`src/rtl/jtag_vio_responder_if.sv`:
```
// Override / readback bus between the JTAG VIO responder and the pixel path.
// The responder drives the override value, its enable and the update strobe;
// the consumer supplies the live values that the host reads back.
interface jtag_vio_responder_if #(
    parameter int DATA_W = 4
);
    logic [DATA_W-1:0] probe_in;
    logic [DATA_W-1:0] vio_data;
    logic              vio_en;
    logic              update_stb;

    modport master (
        input  probe_in,
        output vio_data,
        output vio_en,
        output update_stb
    );

    modport slave (
        output probe_in,
        input  vio_data,
        input  vio_en,
        input  update_stb
    );
endinterface

```
`src/rtl/jtag_vio_responder.sv`:
```
// JTAG virtual I/O responder.
// The raw JTAG pins are oversampled in the LCD_CLK domain and drive a full
// 1149.1 TAP controller. One user data register (DATA_W data bits plus an
// enable bit on top) lets the host override the isam dout lanes and read
// back the live values. All other instruction codes select BYPASS.
module jtag_vio_responder #(
    parameter int              DATA_W      = 4,
    parameter int              IR_W        = 4,
    parameter logic [IR_W-1:0] USER_IR     = 4'hA,
    parameter int              SYNC_STAGES = 2
) (
    input  logic                 LCD_CLK,
    input  logic                 nRST,
    input  logic                 tck_i,
    input  logic                 tms_i,
    input  logic                 tdi_i,
    output logic                 tdo_o,
    output logic                 tdo_oe,
    output logic [3:0]           tap_state,
    jtag_vio_responder_if.master vio
);

    // Test-Logic-Reset is encoded as zero so the reset value of every
    // output, including the debug state bus, is all zeros.
    typedef enum logic [3:0] {
        ST_TLR        = 4'd0,
        ST_RTI        = 4'd1,
        ST_SEL_DR     = 4'd2,
        ST_CAPTURE_DR = 4'd3,
        ST_SHIFT_DR   = 4'd4,
        ST_EXIT1_DR   = 4'd5,
        ST_PAUSE_DR   = 4'd6,
        ST_EXIT2_DR   = 4'd7,
        ST_UPDATE_DR  = 4'd8,
        ST_SEL_IR     = 4'd9,
        ST_CAPTURE_IR = 4'd10,
        ST_SHIFT_IR   = 4'd11,
        ST_EXIT1_IR   = 4'd12,
        ST_PAUSE_IR   = 4'd13,
        ST_EXIT2_IR   = 4'd14,
        ST_UPDATE_IR  = 4'd15
    } tap_state_t;

    logic [SYNC_STAGES-1:0] tck_sync_r;
    logic [SYNC_STAGES-1:0] tms_sync_r;
    logic [SYNC_STAGES-1:0] tdi_sync_r;
    logic                   tck_dly_r;

    logic tck_s;
    logic tms_s;
    logic tdi_s;
    logic tck_rise_s;
    logic tck_fall_s;

    tap_state_t state_r;
    tap_state_t state_next_s;

    logic [IR_W-1:0]   ir_r;
    logic [IR_W-1:0]   ir_shift_r;
    logic [DATA_W:0]   dr_shift_r;
    logic              bypass_r;
    logic [DATA_W-1:0] vio_data_r;
    logic              vio_en_r;
    logic              update_stb_r;
    logic              tdo_r;
    logic              tdo_oe_r;
    logic              tdo_next_s;
    logic              tdo_oe_next_s;
    logic              user_sel_s;
    logic              enter_tlr_s;

    // tms and tdi are taken from the same stage as tck so they stay aligned.
    assign tck_s      = tck_sync_r[SYNC_STAGES-1];
    assign tms_s      = tms_sync_r[SYNC_STAGES-1];
    assign tdi_s      = tdi_sync_r[SYNC_STAGES-1];
    assign tck_rise_s = tck_s & ~tck_dly_r;
    assign tck_fall_s = ~tck_s & tck_dly_r;

    assign user_sel_s  = (ir_r == USER_IR);
    assign enter_tlr_s = tck_rise_s && (state_next_s == ST_TLR);

    // Synchronise the asynchronous JTAG pins and keep one delayed tck sample.
    always_ff @(posedge LCD_CLK or negedge nRST) begin
        if (!nRST) begin
            tck_sync_r <= {SYNC_STAGES{1'b0}};
            tms_sync_r <= {SYNC_STAGES{1'b0}};
            tdi_sync_r <= {SYNC_STAGES{1'b0}};
            tck_dly_r  <= 1'b0;
        end else begin
            tck_sync_r <= {tck_sync_r[SYNC_STAGES-2:0], tck_i};
            tms_sync_r <= {tms_sync_r[SYNC_STAGES-2:0], tms_i};
            tdi_sync_r <= {tdi_sync_r[SYNC_STAGES-2:0], tdi_i};
            tck_dly_r  <= tck_s;
        end
    end

    // TAP state register.
    always_ff @(posedge LCD_CLK or negedge nRST) begin
        if (!nRST) begin
            state_r <= ST_TLR;
        end else begin
            state_r <= state_next_s;
        end
    end

    // TAP next-state logic; the state only moves on a synchronised tck rise.
    always_comb begin
        state_next_s = state_r;
        if (tck_rise_s) begin
            case (state_r)
                ST_TLR:        state_next_s = tms_s ? ST_TLR       : ST_RTI;
                ST_RTI:        state_next_s = tms_s ? ST_SEL_DR    : ST_RTI;
                ST_SEL_DR:     state_next_s = tms_s ? ST_SEL_IR    : ST_CAPTURE_DR;
                ST_CAPTURE_DR: state_next_s = tms_s ? ST_EXIT1_DR  : ST_SHIFT_DR;
                ST_SHIFT_DR:   state_next_s = tms_s ? ST_EXIT1_DR  : ST_SHIFT_DR;
                ST_EXIT1_DR:   state_next_s = tms_s ? ST_UPDATE_DR : ST_PAUSE_DR;
                ST_PAUSE_DR:   state_next_s = tms_s ? ST_EXIT2_DR  : ST_PAUSE_DR;
                ST_EXIT2_DR:   state_next_s = tms_s ? ST_UPDATE_DR : ST_SHIFT_DR;
                ST_UPDATE_DR:  state_next_s = tms_s ? ST_SEL_DR    : ST_RTI;
                ST_SEL_IR:     state_next_s = tms_s ? ST_TLR       : ST_CAPTURE_IR;
                ST_CAPTURE_IR: state_next_s = tms_s ? ST_EXIT1_IR  : ST_SHIFT_IR;
                ST_SHIFT_IR:   state_next_s = tms_s ? ST_EXIT1_IR  : ST_SHIFT_IR;
                ST_EXIT1_IR:   state_next_s = tms_s ? ST_UPDATE_IR : ST_PAUSE_IR;
                ST_PAUSE_IR:   state_next_s = tms_s ? ST_EXIT2_IR  : ST_PAUSE_IR;
                ST_EXIT2_IR:   state_next_s = tms_s ? ST_UPDATE_IR : ST_SHIFT_IR;
                ST_UPDATE_IR:  state_next_s = tms_s ? ST_SEL_DR    : ST_RTI;
                default:       state_next_s = ST_TLR;
            endcase
        end else begin
            state_next_s = state_r;
        end
    end

    // Instruction path: capture pattern, LSB-first shift, and update into IR.
    always_ff @(posedge LCD_CLK or negedge nRST) begin
        if (!nRST) begin
            ir_r       <= {IR_W{1'b1}};
            ir_shift_r <= {IR_W{1'b0}};
        end else if (tck_rise_s) begin
            case (state_r)
                ST_CAPTURE_IR: ir_shift_r <= {{(IR_W-2){1'b0}}, 2'b01};
                ST_SHIFT_IR:   ir_shift_r <= {tdi_s, ir_shift_r[IR_W-1:1]};
                ST_UPDATE_IR:  ir_r       <= ir_shift_r;
                default:       ir_shift_r <= ir_shift_r;
            endcase
            if (enter_tlr_s) begin
                ir_r <= {IR_W{1'b1}};
            end
        end
    end

    // Data path: user DR / BYPASS capture and shift, override update and strobe.
    always_ff @(posedge LCD_CLK or negedge nRST) begin
        if (!nRST) begin
            dr_shift_r   <= {(DATA_W+1){1'b0}};
            bypass_r     <= 1'b0;
            vio_data_r   <= {DATA_W{1'b0}};
            vio_en_r     <= 1'b0;
            update_stb_r <= 1'b0;
        end else begin
            update_stb_r <= 1'b0;
            if (tck_rise_s) begin
                case (state_r)
                    ST_CAPTURE_DR: begin
                        if (user_sel_s) dr_shift_r <= {vio_en_r, vio.probe_in};
                        else            bypass_r   <= 1'b0;
                    end
                    ST_SHIFT_DR: begin
                        if (user_sel_s) dr_shift_r <= {tdi_s, dr_shift_r[DATA_W:1]};
                        else            bypass_r   <= tdi_s;
                    end
                    ST_UPDATE_DR: begin
                        if (user_sel_s) begin
                            vio_data_r   <= dr_shift_r[DATA_W-1:0];
                            vio_en_r     <= dr_shift_r[DATA_W];
                            update_stb_r <= 1'b1;
                        end
                    end
                    default: dr_shift_r <= dr_shift_r;
                endcase
                // Leaving override mode on a TAP reset; the last value is kept.
                if (enter_tlr_s) begin
                    vio_en_r <= 1'b0;
                end
            end
        end
    end

    // Select what tdo presents after the next falling tck edge.
    always_comb begin
        tdo_next_s    = 1'b0;
        tdo_oe_next_s = 1'b0;
        if (state_r == ST_SHIFT_IR) begin
            tdo_next_s    = ir_shift_r[0];
            tdo_oe_next_s = 1'b1;
        end else if (state_r == ST_SHIFT_DR) begin
            tdo_next_s    = user_sel_s ? dr_shift_r[0] : bypass_r;
            tdo_oe_next_s = 1'b1;
        end else begin
            tdo_next_s    = 1'b0;
            tdo_oe_next_s = 1'b0;
        end
    end

    // tdo and its enable change only on a synchronised tck fall.
    always_ff @(posedge LCD_CLK or negedge nRST) begin
        if (!nRST) begin
            tdo_r    <= 1'b0;
            tdo_oe_r <= 1'b0;
        end else if (tck_fall_s) begin
            tdo_r    <= tdo_next_s;
            tdo_oe_r <= tdo_oe_next_s;
        end
    end

    assign tdo_o          = tdo_r;
    assign tdo_oe         = tdo_oe_r;
    assign tap_state      = state_r;
    assign vio.vio_data   = vio_data_r;
    assign vio.vio_en     = vio_en_r;
    assign vio.update_stb = update_stb_r;

endmodule

```
`src/flat_wrapper.sv`:
```
// flat-port wrapper written by rule: the top's interface ports become plain ports
module jtag_vio_responder_flat 
#(
    parameter int              DATA_W      = 4,
    parameter int              IR_W        = 4,
    parameter logic [IR_W-1:0] USER_IR     = 4'hA,
    parameter int              SYNC_STAGES = 2
)
  (LCD_CLK, nRST, tck_i, tms_i, tdi_i, tdo_o, tdo_oe, tap_state, vio_probe_in, vio_vio_data, vio_vio_en, vio_update_stb);
  jtag_vio_responder_if #(.DATA_W(DATA_W)) vio_i ();
  input  logic LCD_CLK;
  input  logic nRST;
  input  logic tck_i;
  input  logic tms_i;
  input  logic tdi_i;
  output logic tdo_o;
  output logic tdo_oe;
  output logic [3:0] tap_state;
  input wire logic [$bits(vio_i.probe_in)-1:0] vio_probe_in;
  output wire logic [$bits(vio_i.vio_data)-1:0] vio_vio_data;
  output wire logic [$bits(vio_i.vio_en)-1:0] vio_vio_en;
  output wire logic [$bits(vio_i.update_stb)-1:0] vio_update_stb;
  assign vio_i.probe_in = vio_probe_in;
  assign vio_vio_data = vio_i.vio_data;
  assign vio_vio_en = vio_i.vio_en;
  assign vio_update_stb = vio_i.update_stb;
  jtag_vio_responder #(.DATA_W(DATA_W), .IR_W(IR_W), .USER_IR(USER_IR), .SYNC_STAGES(SYNC_STAGES)) u_core (.LCD_CLK(LCD_CLK), .nRST(nRST), .tck_i(tck_i), .tms_i(tms_i), .tdi_i(tdi_i), .tdo_o(tdo_o), .tdo_oe(tdo_oe), .tap_state(tap_state), .vio(vio_i));
endmodule
```
`config.mk`:
```
export PLATFORM = sky130hd
export DESIGN_NAME = jtag_vio_responder_flat
export DESIGN_NICKNAME = d
export VERILOG_FILES = /design/src/rtl/jtag_vio_responder_if.sv /design/src/rtl/jtag_vio_responder.sv /design/src/flat_wrapper.sv
export SDC_FILE = /design/constraint.sdc
export NUM_CORES = 1
export LEC_CHECK = 0
export CAP_MARGIN = 15
export CORE_ASPECT_RATIO = 1.25
export CORE_MARGIN = 2
export CORE_UTILIZATION = 54
export CTS_BUF_LIST = sky130_fd_sc_hd__clkbuf_4
export DETAILED_ROUTE_END_ITERATION = 12
export HOLD_SLACK_MARGIN = 0.03
export PLACE_DENSITY = 0.79
export SETUP_SLACK_MARGIN = 0.1
export SYNTH_ARGS = -nofsm -noshare
export SYNTH_HDL_FRONTEND = slang
export SYNTH_SLANG_ARGS = --single-unit
```
`constraint.sdc`:
```
create_clock -name LCD_CLK -period 2.4 [get_ports LCD_CLK]
set_input_delay 0.48 -clock LCD_CLK [delete_from_list [all_inputs] [get_ports LCD_CLK]]
set_output_delay 0.48 -clock LCD_CLK [all_outputs]
set_load 0.01 [all_outputs]
```
==> results.yml <==
detailed_routing:
  wl_met1_mm: 1.36
  via_per_inst: 5.69
  ant_nets: 0
  dr_wl_met2_mm: 1.56
  vias: 1195
  first_pass_iters: 4
  wl_met3_um: 101
  routed_wl_mm: 3.09
  drcViolationCount: 0
  wire_per_inst_um: 14.7
  first_iter_violations: 20
  topRoutingLayerUsed: "met4"
clock_tree:
  cts_tree: "yes"
  cts-resized-gates: 0
  cts_buffers: 5
  cts.htree.levels: 2
  post_cts_buffers: 0
  ctsHoldBuffers: 0
  clk_latency_ns: 0.33
  clock_path_buffers: 2
  clk_pin_slew_ns: 0.10
  cts_sinks: 33
  cts_root_buffer: "clkbuf_4"
placed_design:
  numPortBuffers: 20
  dp_hpwl_mm: 2.25
  routabilityCongestion: 0.847
  dpl_cell_area_mm2: 0.00181
floorplanning:
  ios: 21
  core_area_mm2: 0.00271
  start_util_pct: 57.3
  die_x_um: 51.9
  dieArea_mm2: 0.00332
  die_h_um: 63.9
  rows: 21
timing:
  hold_violations: 0
  period_needed_ns: 2.07
  tns_ns: 0
  worst_pin_slew_ns: 0.560
  setup_viol: 0
  fin_crit_sh_pct: 86.5
  whs_ns: 0.350
  finalMaxSlewViolations: 0
  slew_headroom_pct: 62.6
  fmaxAchievable_ghz: 0.482
  rsz0062_at_grt: "false"
  fin_skew_ns: 0.0121
synth:
  synthXorXnorAreaFrac_pct: 0.565
  yosysTopAreaCellShare_pct: 46.8
  synth_cells: 149
  ys_warn_count: 0
  synth-seq-cells: 33
  avgSynthCellArea_um2: 10.4
  synthMuxAreaShare_pct: 6.85
  synth_area_mm2: 0.00155
  synth-adder-area-share_pct: 0
  synth_area_leaders: "dfrtp_1 47%, dfstp_2 6.8%, a21oi_1 3.9%"
  synth_top_family_by_area: "simple AND/OR/NAND/NOR gates"
  synth_compound_area_share_pct: 16.1
  synth_area_leader_cell: "dfrtp_1"
  yosys.area_share.simple_pct: 19.5
  synth_fp_nets: 158
  ys_types: 36
  yosysSeqAreaShare_pct: 53.5
final_layout:
  fin_util_pct: 69.8
  design_area_mm2: 0.00189
  layout.nets: 184
  areaGrowthSynthToFinish_pct: 21.7
  n_fill_cell: 211
  num_antenna_cells: 0
  drive_gt1_share_pct: 15.3
global_route:
  grt_pass1_vias: 1185
  grt_pass1_wl_mm: 5.34
  grt_max_degree: 34
  track_usage_pct: 22.1
  antenna_found_initial: 0
  gr-total-overflow: 0
worst_setup_path:
  crit_buf_inv: 1
  critical_path.cell_chain: "clkdlybuf4s50_1"
  crit_type: "reg2out"
  path_delay_family: "flip-flops"
  critPathMaxStageDelay_ns: 0.65
  worstSetupStartpointType: "flop"
  arrival_ns: 1.59
  end_kind: "output pin"
  crit_slowest_cell: "dfrtp_1"
  r2r-end: "u_core.dr_shift_r[2]$_DFFE_PN0P_"
  required_ns: 1.92
  r2r_slack_ns: 0.37
  r2r_start: "u_core.tap_state[2]$_DFF_PN0_"
  rr_worst_depth: 4
  crit_fanout: 15
power:
  ir_drop_v: 0.000669
  power_density_mw_per_mm2: 1000
  p_leak_nw: 0.784
status:
  status: "finished, final reports clean"
min_path:
  min_delay_path_depth: 0
  hold_path_class: "reg2reg"
  holdPathEnd: "u_core.tms_sync_r[1]$_DFF_PN0_"
  hp-start: "u_core.tms_sync_r[0]$_DFF_PN0_"
flow_run:
  max-cap-violations: 0
## flip-flops by register name (all words and copies together) (netlist names)
register and flops:
u_core.tdo_oe 1, u_core.tms_sync_r 2, u_core.tdo_o 1, u_core.vio.vio_en 1, u_core.tck_sync_r 2, u_core.vio.vio_data 4, u_core.tck_dly_r 1, u_core.ir_shift_r 4
u_core.ir_r 4, u_core.tdi_sync_r 2, u_core.dr_shift_r 5, u_core.tap_state 4, u_core.vio.update_stb 1, u_core.bypass_r 1
## synthesized netlist by cell type (all sizes together)
| cell | count |
|---|---|
| nand2 | 13 |
| a21oi | 12 |
| nand3 | 5 |
| o2bb2ai | 1 |
| or3b | 2 |
| or2 | 1 |
| nand4bb | 1 |
| nor2 | 10 |
| nand2b | 5 |
| buf | 2 |
| a211oi | 1 |
| nand4 | 1 |
| nor3b | 4 |
| o211ai | 6 |
| dfstp | 4 |
| a31oi | 5 |
| clkbuf | 6 |
| nor2b | 8 |
| xor2 | 1 |
| a21o | 1 |
| o21ai | 8 |
| dfrtp | 29 |
| mux2 | 5 |
| nor3 | 1 |
| inv | 4 |
| a2111oi | 1 |
| and2 | 1 |
| mux2i | 5 |
| o31ai | 1 |
| nand3b | 1 |
| a22o | 1 |
| and3 | 2 |
| o22ai | 1 |
## cells in the final DEF, fill, tap and decap left out
| master | count |
|---|---|
| nor3b_1 | 3 |
| o211ai_1 | 6 |
| a211oi_1 | 1 |
| nor2b_1 | 8 |
| or3b_2 | 1 |
| nand3b_1 | 1 |
| o21ai_0 | 8 |
| a22o_1 | 1 |
| clkinvlp_4 | 1 |
| or2_1 | 1 |
| nand4_1 | 1 |
| nand2b_1 | 5 |
| nor2_1 | 10 |
| or3b_4 | 1 |
| dfstp_2 | 4 |
| and2_1 | 1 |
| xor2_1 | 1 |
| nand3_1 | 5 |
| a2111oi_4 | 1 |
| nor3b_2 | 1 |
| o22ai_1 | 1 |
| nand4bb_1 | 1 |
| o31ai_1 | 1 |
| buf_4 | 7 |
| dfrtp_1 | 29 |
| a21o_1 | 1 |
| clkinv_1 | 1 |
| a31oi_1 | 5 |
| bufinv_16 | 1 |
| o2bb2ai_1 | 1 |
| and3_1 | 2 |
| nor3_1 | 1 |
| mux2_2 | 5 |
| inv_1 | 4 |
| nand2_1 | 13 |
| clkdlybuf4s50_1 | 20 |
| mux2i_1 | 5 |
| clkbuf_4 | 5 |
| a21oi_1 | 12 |
## cell families (layout without fill, tap and decap cells)
logic type	after synthesis	count (layout)
and+or+nand+nor	55	55
AOI/OAI and AO/OA	38	38
DFF	33	33
buffers and inverters	12	39
muxes	10	10
xor gates and xnor gates	1	1
## worst max path at each step
stage | startpoint | end | slack [ns] | cells past startpoint
after floorplan | u_core.tap_state[0]$_DFF_PN0_ | u_core.dr_shift_r[0]$_DFFE_PN0P_ | 0.69 | 5
after detailed placement | u_core.tap_state[2]$_DFF_PN0_ | u_core.dr_shift_r[2]$_DFFE_PN0P_ | 0.38 | 4
after global routing | u_core.tap_state[2]$_DFF_PN0_ | u_core.dr_shift_r[2]$_DFFE_PN0P_ | 0.20 | 4
final | u_core.tap_state[3]$_DFF_PN0_ | tap_state[3] | 0.33 | 1
after global placement | u_core.tap_state[2]$_DFF_PN0_ | u_core.dr_shift_r[4]$_DFFE_PN0P_ | 0.51 | 4
after CTS | u_core.tap_state[3]$_DFF_PN0_ | tap_state[3] | 0.31 | 1
## power by group
part / switching (mW) / leakage [nW] / internal (mW)
clock: 0.183 / 0.0389 / 0.216
sequential: 0.137 / 0.400 / 0.700
combinational: 0.314 / 0.346 / 0.339
total: 0.634 / 0.784 / 1.25
## layer usage
| layer | up-vias | global-route usage (%) |
|---|---|---|
| met3 | 6 | 5.84 |
| met2 | 29 | 34.3 |
| met1 | 581 | 28.5 |
| met5 | - | 0 |
| li1 | 579 | - |
| met4 | 0 | 10.5 |
## cell type report
type / instances / area (um2) / area share (%)
clock inverter: 3 / 41.3 / 2.19
inverter: 4 / 15.0 / 0.795
timing repair buffer: 27 / 253 / 13.4
sequential: 33 / 831 / 44.0
clock buffer: 5 / 37.5 / 1.99
tap: 34 / 42.5 / 2.25
multi-input combinational: 104 / 668 / 35.4
## through the flow
step | std cells | power [mW] | worst slack (ns)
after floorplan | 149 | 1.25 | 0.692
after global placement | 202 | 1.47 | 0.510
after CTS | 210 | 1.90 | 0.313
after global routing | 210 | 2.01 | 0.195
final | 210 | 1.89 | 0.325
after detailed placement | 202 | 1.50 | 0.378
(Power assumes the default switching activity.)
